File: src/rtl/fw_update_sequencer.sv
// Avalon-MM master that commits the staged USER words to the fw_update slave:
// version/product check, unlock, write, read-back verify, relock, done/error report.
module fw_update_sequencer #(
  parameter logic [7:0]  EXPECT_PRODUCT_ID = 8'd0,
  parameter bit          CHECK_PRODUCT     = 1'b1,
  parameter logic [31:0] LOCK_PWD          = 32'd12345,
  parameter logic [31:0] RELOCK_VALUE      = 32'd0,
  parameter logic [5:0]  WORD_MASK         = 6'h3F
) (
  input  logic        clk,
  input  logic        reset_n,
  input  logic        start,
  input  logic        load_en,
  input  logic [2:0]  load_idx,
  input  logic [31:0] load_data,
  output logic        busy,
  output logic        done,
  output logic        error,
  output logic [1:0]  err_code,
  output logic [2:0]  err_idx,
  output logic [23:0] fw_version,
  output logic [2:0]  avm_address,
  output logic [31:0] avm_writedata,
  output logic        avm_write_n,
  output logic        avm_read_n,
  input  logic [31:0] avm_readdata
);

  typedef enum logic [2:0] {
    S_IDLE, S_RD_VER, S_UNLOCK, S_WR, S_RD, S_RELOCK, S_FIN
  } state_t;

  state_t      state_q, state_d;
  logic [2:0]  idx_q, idx_d;
  logic [31:0] stage_q [6];
  logic [31:0] stage_d [6];
  logic        busy_q, busy_d;
  logic        done_q, done_d;
  logic        error_q, error_d;
  logic [1:0]  err_code_q, err_code_d;
  logic [2:0]  err_idx_q, err_idx_d;
  logic [23:0] fw_version_q, fw_version_d;
  logic [2:0]  avm_address_q, avm_address_d;
  logic [31:0] avm_writedata_q, avm_writedata_d;
  logic        avm_write_n_q, avm_write_n_d;
  logic        avm_read_n_q, avm_read_n_d;

  logic        start_acc;
  logic [3:0]  sel;
  logic [3:0]  first_sel;

  // Lowest enabled USER index at or above 'from'; bit 3 flags that one exists.
  function automatic logic [3:0] next_sel(input logic [3:0] from);
    logic [3:0] r;
    r = 4'b0000;
    for (int i = 5; i >= 0; i--) begin
      if (WORD_MASK[i] && (4'(i) >= from)) r = {1'b1, 3'(i)};
    end
    return r;
  endfunction

  // busy stays high through the done cycle so a start coinciding with done is dropped.
  assign start_acc = start && (state_q == S_IDLE) && !busy_q;
  assign first_sel = next_sel(4'd0);

  always_comb begin
    state_d         = state_q;
    idx_d           = idx_q;
    stage_d         = stage_q;
    busy_d          = busy_q;
    done_d          = (state_q == S_FIN);
    error_d         = error_q;
    err_code_d      = err_code_q;
    err_idx_d       = err_idx_q;
    fw_version_d    = fw_version_q;
    avm_address_d   = 3'd0;
    avm_writedata_d = 32'd0;
    avm_write_n_d   = 1'b1;
    avm_read_n_d    = 1'b1;
    sel             = 4'b0000;

    if (done_q) busy_d = 1'b0;

    if (load_en && !busy_q && !start_acc && (load_idx < 3'd6)) begin
      stage_d[load_idx] = load_data;
    end

    case (state_q)
      S_IDLE: begin
        if (start_acc) begin
          state_d    = S_RD_VER;
          busy_d     = 1'b1;
          error_d    = 1'b0;
          err_code_d = 2'd0;
          err_idx_d  = 3'd0;
        end
      end
      S_RD_VER: begin
        fw_version_d = avm_readdata[23:0];
        if (CHECK_PRODUCT && (avm_readdata[23:16] != EXPECT_PRODUCT_ID)) begin
          err_code_d = 2'd1;
          error_d    = 1'b1;
          state_d    = S_FIN;
        end else begin
          state_d = S_UNLOCK;
        end
      end
      S_UNLOCK: begin
        if (first_sel[3]) begin
          state_d = S_WR;
          idx_d   = first_sel[2:0];
        end else begin
          state_d = S_RELOCK;
        end
      end
      S_WR: begin
        sel = next_sel({1'b0, idx_q} + 4'd1);
        if (sel[3]) begin
          idx_d = sel[2:0];
        end else begin
          state_d = S_RD;
          idx_d   = first_sel[2:0];
        end
      end
      S_RD: begin
        sel = next_sel({1'b0, idx_q} + 4'd1);
        if (avm_readdata != stage_q[idx_q]) begin
          err_code_d = 2'd2;
          err_idx_d  = idx_q;
          error_d    = 1'b1;
          state_d    = S_RELOCK;
        end else if (sel[3]) begin
          idx_d = sel[2:0];
        end else begin
          state_d = S_RELOCK;
        end
      end
      S_RELOCK: state_d = S_FIN;
      S_FIN:    state_d = S_IDLE;
      default:  state_d = S_IDLE;
    endcase

    // Bus strobes follow the state being entered, so each access is registered
    // and occupies exactly the cycle its state is resident.
    case (state_d)
      S_RD_VER: begin
        avm_address_d = 3'd0;
        avm_read_n_d  = 1'b0;
      end
      S_UNLOCK: begin
        avm_address_d   = 3'd1;
        avm_writedata_d = LOCK_PWD;
        avm_write_n_d   = 1'b0;
      end
      S_WR: begin
        avm_address_d   = 3'd2 + idx_d;
        avm_writedata_d = stage_q[idx_d];
        avm_write_n_d   = 1'b0;
      end
      S_RD: begin
        avm_address_d = 3'd2 + idx_d;
        avm_read_n_d  = 1'b0;
      end
      S_RELOCK: begin
        avm_address_d   = 3'd1;
        avm_writedata_d = RELOCK_VALUE;
        avm_write_n_d   = 1'b0;
      end
      default: ;
    endcase
  end

  always_ff @(posedge clk or negedge reset_n) begin
    if (!reset_n) begin
      state_q         <= S_IDLE;
      idx_q           <= 3'd0;
      busy_q          <= 1'b0;
      done_q          <= 1'b0;
      error_q         <= 1'b0;
      err_code_q      <= 2'd0;
      err_idx_q       <= 3'd0;
      fw_version_q    <= 24'd0;
      avm_address_q   <= 3'd0;
      avm_writedata_q <= 32'd0;
      avm_write_n_q   <= 1'b1;
      avm_read_n_q    <= 1'b1;
      for (int i = 0; i < 6; i++) stage_q[i] <= 32'd0;
    end else begin
      state_q         <= state_d;
      idx_q           <= idx_d;
      busy_q          <= busy_d;
      done_q          <= done_d;
      error_q         <= error_d;
      err_code_q      <= err_code_d;
      err_idx_q       <= err_idx_d;
      fw_version_q    <= fw_version_d;
      avm_address_q   <= avm_address_d;
      avm_writedata_q <= avm_writedata_d;
      avm_write_n_q   <= avm_write_n_d;
      avm_read_n_q    <= avm_read_n_d;
      for (int i = 0; i < 6; i++) stage_q[i] <= stage_d[i];
    end
  end

  assign busy          = busy_q;
  assign done          = done_q;
  assign error         = error_q;
  assign err_code      = err_code_q;
  assign err_idx       = err_idx_q;
  assign fw_version    = fw_version_q;
  assign avm_address   = avm_address_q;
  assign avm_writedata = avm_writedata_q;
  assign avm_write_n   = avm_write_n_q;
  assign avm_read_n    = avm_read_n_q;

endmodule

File: config.mk
export PLATFORM = sky130hd
export DESIGN_NAME = fw_update_sequencer
export DESIGN_NICKNAME = d
export VERILOG_FILES = /design/src/rtl/fw_update_sequencer.sv
export SDC_FILE = /design/constraint.sdc
export NUM_CORES = 1
export LEC_CHECK = 0
export BUFFER_PORTS_ARGS = -buffer_cell sky130_fd_sc_hd__buf_2
export CORE_MARGIN = 1.5
export CORE_UTILIZATION = 60
export CTS_CLUSTER_SIZE = 40
export DETAILED_ROUTE_END_ITERATION = 6
export PLACE_DENSITY = 0.81
export SYNTH_ARGS = -nofsm -noshare
export SYNTH_HDL_FRONTEND = slang
export SYNTH_SLANG_ARGS = --single-unit
export TNS_END_PERCENT = 30
File: constraint.sdc
create_clock -name clk -period 5.1 [get_ports clk]
set_clock_uncertainty 0.1 [all_clocks]
set_input_delay 0.765 -clock clk [delete_from_list [all_inputs] [get_ports clk]]
set_output_delay 0.765 -clock clk [all_outputs]
set_load 0.02 [all_outputs]
# ---- After elaboration in Yosys (flattened, before gate mapping)
# Index checks and enable logic that the tools add are counted.
dict set report word_totals {
  output_inout_bits 69
  ff_bits 267
  input_bits 71
  elab_cells 112
}
dict set report classes {
  n_eq_ne 15
  reduce_logical 18
  addsub 2
  n_lt_le_gt_ge 11
  mux 45
  bitwise 3
}
# cell n
set ops {}
lappend ops {{$bmux W32 S3} 2}
lappend ops {{$bwmux W192} 1}
lappend ops {{$mux W32} 5}
lappend ops {{$demux W32 S3} 1}
lappend ops {{$pmux W32 S2} 1}
lappend ops {{$mux W4} 8}
lappend ops {{$ne A32 B32 Y1} 1}
lappend ops {{$mux W3} 10}
lappend ops {{$pmux W3 S6} 1}
lappend ops {{$eq A3 B3 Y1 const B} 5}
lappend ops {{$eq A3 B2 Y1 const B} 4}
lappend ops {{$ge A4 B4 Y1 const B} 3}
lappend ops {{$not A3 Y4} 3}
lappend ops {{$pmux W3 S2} 2}
lappend ops {{$pmux W3 S3} 1}
lappend ops {{$ge A1 B4 Y1 const A} 2}
lappend ops {{$ge A2 B4 Y1 const A} 2}
lappend ops {{$ge A3 B4 Y1 const A} 2}
lappend ops {{$mux W1} 8}
lappend ops {{$reduce_bool A8 Y1} 1}
lappend ops {{$eq A3 B1 Y1 const B} 2}
lappend ops {{$logic_and A1 B1 Y1} 6}
lappend ops {{$mux W2} 3}
lappend ops {{$ne A2 B2 Y1 const B} 3}
lappend ops {{other kinds (14)} 17}

# ---- Depth between registers and ports, before layout
dict set report logic_depth {
  ltp_word 17
  mapped_depth 17
  ltp_nobuf 11
}

# ---- Worst setup path after synthesis
# OpenSTA, ideal clock, no wires.
dict set report synth_timing {
  kind {reg2reg}
  startpoint {register idx_q[0]}
  endpoint {register avm_writedata_q[13] (netlist: avm_writedata[13])}
  t_arrival_ns 3.508
  slack_ns 1.346
  path_stages_with_launch 15
  t_required_ns 4.853
  path_buffers 3
  cell_sequence {dfrtp_1 -> buf_6 -> buf_6 -> mux4_2 -> xnor2_1 -> o31ai_1 -> a2111oi_2 -> nand4_1 -> nor4_4 -> a31oi_1 -> a221o_1 -> buf_6 -> nand2b_1 -> a21oi_2 -> a222oi_1}
}
dict set report synth_via {
  elab_chain_cells 17
  elab_cells_between_ends 35
  classes_between {add/sub: 1; order compare: 6; eq/ne: 3; mux: 23; bitwise: 2}
}
# item line
set synth_rtl {}
lappend synth_rtl {{start: declaration} 34} ;# logic [2:0] idx_q, idx_d;
lappend synth_rtl {{start signal: assignment} 190} ;# idx_q <= idx_d;
lappend synth_rtl {{$add A3 B1 Y4} {117, 126}}
lappend synth_rtl {{$ge A3 B4 Y1} 57} ;# if (WORD_MASK[i] && (4'(i) >= from)) r = {1'b1, 3'(i)};
lappend synth_rtl {{$mux W4 (6 in a row)} 57}
lappend synth_rtl {{$mux W4} 88} ;# case (state_q)
lappend synth_rtl {{$mux W3} 132} ;# end else if (sel[3]) begin
lappend synth_rtl {{$mux W3} 127} ;# if (avm_readdata != stage_q[idx_q]) begin
lappend synth_rtl {{$pmux W3 S3} 88}
lappend synth_rtl {{$not A3 Y4 (implied by the code)} 157} ;# avm_writedata_d = stage_q[idx_d];
lappend synth_rtl {{$bmux W32 S3} 157}
lappend synth_rtl {{$mux W32 (implied by the code) (2 in a row)} 157}
lappend synth_rtl {{$pmux W32 S2 *} 145} ;# case (state_d)
lappend synth_rtl {{net avm_writedata_d[13]} 44} ;# logic [31:0] avm_writedata_q, avm_writedata_d;
lappend synth_rtl {{end signal: assignment} 198} ;# avm_writedata_q <= avm_writedata_d;
lappend synth_rtl {{end: declaration} 44}
# Mark *: on every way through the listed nets, which the timed path passes. The rest lies on a longest branch. The select of a mux whose other input is x is not followed.
# A chain may end at the register's enable or synchronous reset.

# ---- Worst setup path in the final report
dict set report layout_timing {
  startpoint {register idx_q[0]}
  endpoint {register avm_writedata_q[24] (netlist: avm_writedata[24])}
}
# Same word-level chain as after synthesis.

==> results.toml <==
[status]
status = "complete, no violations"

[worst_setup_path]
r2r_setup_slack_ns = 0.65
path_max_fanout = 21
worst_setup_path_start_kind = "register"
reg2reg_to = "avm_writedata[24]$_DFF_PN0_"
end_kind = "register"
critical_path_class = "reg2reg"
cp.arrival_ns = 4.78
ff2ff_path_depth = 15
r2r_start = "idx_q[0]$_DFF_PN0_"
critPathRequiredTime_ns = 5.43

[placement]
portBuffers = 139
hpwl_mm = 23.62
place.gp.congestion = 0.8697
post_dp_cell_area_mm2 = 0.01484

[routing]
ant_nets = 0
wl_per_cell_um = 23.68
drt_pre_antenna_iters = 5
finalWirelength_mm = 36.24
drc = 0
first_iter_violations = 865
vias = 9796
routed_via_density = 6.403

[sta]
finalCritPeriodShare_pct = 87.33
setup-violations-final = 0
slew_viol_final = 0
finalSetupTns_ns = 0
max_freq_mhz = 224.5
slew_headroom_pct = 17.15
finalHoldViolations = 0
rsz0062_at_grt = "no"
finalCriticalPeriod_ns = 4.454
worst_pin_slew_ns = 1.239

[hold_path]
hold_path.class = "in2async"

[clocking]
clkTransAtPathRegs_ns = 0.06
cts_resized = 0
clock-root-buffer = "clkbuf_16"
clk_latency_ns = 0.56
postCtsSetupBuffers = 0
cts_tree = "built"
cts.sinks = 267
clock_path_buffers = 3
numCtsBuffers = 29
ctsHtreeMaxLevel = 1
cts_hold_buf = 0

[global_routing]
grt_pass1_vias = 9802
grt_usage_pct = 30.33
grt_pass1_wl_mm = 55.32
antenna_found_initial = 1
grt_max_degree = 130
grt_remaining_overflow = 0

[power]
vdd_ir_drop_max_v = 0.0004008
p_leak_uw = 0.007291
p_int_uw = 7171
total_power_uw = 11420
swShare_pct = 37.21
comb_power_share_pct = 45.7
seqPwrFrac_pct = 34.6
powerDensity_mw_per_mm2 = 719.0
p_switching_uw = 4250
clkPwrFrac_pct = 19.7

[logic_synthesis]
synth_cells = 1086
synth_top_flop_cell = "dfrtp_1"
syn-num-nets = 1159
syn_avg_cell_area_um2 = 12.66
syn_area_mm2 = 0.01375
synth_cell_types = 64
yosysSeqAreaShare_pct = 48.63
synthArstFlopShare_pct = 100.0
ys.warnings.count = 0
synth-edff-count = 0
ys_ff_latch = 267

[cells_and_area]
area_delta_synth_final_pct = 15.57
nets = 1294
final_cell_area_mm2 = 0.01589
layout-drive-gt1-share_pct = 45.42
n_fill_cell = 1553

[floorplanning]
initial_core_util_pct = 60.90
io_pins = 140
die_y_um = 154.4
rows = 55
die_x_um = 154.4
fp.coreArea_mm2 = 0.02257
dieArea_mm2 = 0.02383

[flow_run]
drv_cap = 0
## routing by layer
| layer | wire (um) | global-route usage [%] | up-vias |
|---|---|---|---|
| met1 | 15390 | 41.30 | 5066 |
| met4 | 925 | 9.112 | 0 |
| met2 | 17550 | 50.92 | 383 |
| li1 | - | - | 4280 |
| met5 | 0 | 0 | - |
| met3 | 2376 | 4.427 | 67 |
## power by group through the flow
stage	clock (uW)	combinational, uW	sequential [uW]
floorplan	0	3630	3970
global placement	0	5010	3880
detailed placement	0	5130	3930
CTS	2280	5200	3920
global route	2350	5530	4060
finish	2250	5220	3950
## how the worst max path moves through the flow
| stage | startpoint | to | slack [ns] |
|---|---|---|---|
| 2_1_floorplan | idx_q[0]$_DFF_PN0_ | avm_writedata[13]$_DFF_PN0_ | 1.35 |
| 3_3_place_gp | idx_q[0]$_DFF_PN0_ | avm_writedata[29]$_DFF_PN0_ | 0.75 |
| 3_5_place_dp | idx_q[0]$_DFF_PN0_ | avm_writedata[31]$_DFF_PN0_ | 0.69 |
| 4_1_cts | idx_q[0]$_DFF_PN0_ | avm_writedata[24]$_DFF_PN0_ | 0.65 |
| 5_1_grt | idx_q[0]$_DFF_PN0_ | avm_writedata[24]$_DFF_PN0_ | 0.44 |
| 6_report | idx_q[0]$_DFF_PN0_ | avm_writedata[24]$_DFF_PN0_ | 0.65 |
## per-stage QoR
stage / hold WS [ns] / cells / setup slack (ns) / utilization (%)
floorplan: 0.3694 / 1086 / 1.346 / -
global placement: 0.3355 / 1475 / 0.7479 / 65.76
detailed placement: 0.3550 / 1475 / 0.6930 / 65.76
CTS: 0.2840 / 1529 / 0.6482 / 70.37
global route: 0.3315 / 1529 / 0.4390 / 70.37
finish: 0.2512 / 1530 / 0.6460 / 70.38
## synthesized netlist by cell type (3+ instances only)
library cell,number,share of area (%)
mux4_2,20,3.3
nand4_1,4,0.18
nor2b_1,5,0.23
o211ai_1,5,0.27
a21o_1,3,0.16
nor4_1,4,0.18
and2_1,4,0.18
buf_1,8,0.22
and3_1,3,0.14
clkbuf_1,38,1.0
mux2i_1,69,5.0
nor3b_1,6,0.33
xnor2_1,19,1.2
a21oi_1,11,0.40
nand3_1,8,0.29
mux2_2,302,25
o22ai_1,8,0.36
o221ai_1,7,0.45
dfrtp_1,265,48
nand2b_1,10,0.46
a31oi_1,3,0.14
or3_1,9,0.41
inv_1,14,0.38
nand2_1,73,2.0
xor2_1,7,0.45
buf_2,10,0.36
nor2_1,30,0.82
a2bb2oi_1,3,0.19
or2_2,3,0.14
buf_6,5,0.41
and3b_1,4,0.25
a222oi_1,8,0.58
o21ai_0,19,0.69
nor3_1,16,0.58
a22oi_1,31,1.7
buf_4,8,0.44
nand3b_1,10,0.55
## layout make-up
type	instances	area [um2]	share of cell area [%]
clock inverter	17	234.0	1.473
timing repair buffer	173	1049	6.601
clock buffer	37	805.8	5.072
inverter	16	60.06	0.3781
tap	285	356.6	2.245
sequential	267	6689	42.11
multi-input combinational	734	6689	42.11
antenna	1	2.502	0.01575
## placed cells by master (no fill, tap or decap), drive strengths merged, types with 4 or more instances in the layout
master and instances:
clkinv 8, mux2i 69, nor3b 6, nand2b 10
a22oi 31, nand4 4, mux2 304, and2 4
nor4 5, o21ai 20, and3b 4, a21oi 12
bufinv 5, or3 9, nand3 8, xor2 7
nor2 31, nand2 74, nor2b 5, a222oi 8
nand3b 10, mux4 20, xnor2 19, nor3 16
clkbuf 37, dfrtp 265, o221ai 7, o22ai 8
inv 18, buf 173, o211ai 5
## registers in the layout, summed over array words and instances, names as in the netlist
register / flops
avm_address: 3
avm_read_n: 1
avm_write_n: 1
avm_writedata: 32
busy: 1
done: 1
err_code: 2
err_idx: 3
error: 1
fw_version: 24
idx_q: 3
stage_q: 192
state_q: 3
## critical path: stages (launching register included)
cell and delay [ns]:
dfrtp_4 0.59, buf_12 0.23, buf_12 0.20, mux2_2 0.34, a222oi_1 0.37, xnor2_1 0.13
a211oi_2 0.28, nand4_1 0.17, nor4_4 0.29, buf_4 0.21, nor3_1 0.06, a211o_4 0.44
buf_4 0.28, mux2_2 0.31, a22oi_1 0.20, nand2_1 0.07
## logic make-up after synthesis
kind of cell               count (synthesis)  share of synthesized area (%)
muxes                                    393                          33.23
DFF                                      267                          48.63
and+or+nand+nor                          194                          7.091
AOI/OAI and AO/OA                        119                          6.308
buffers and inverters                     85                          2.904
xor gates and xnor gates                  26                          1.657
adders and majority gates                  2                         0.1820
Power figures use the tool's default switching activity.
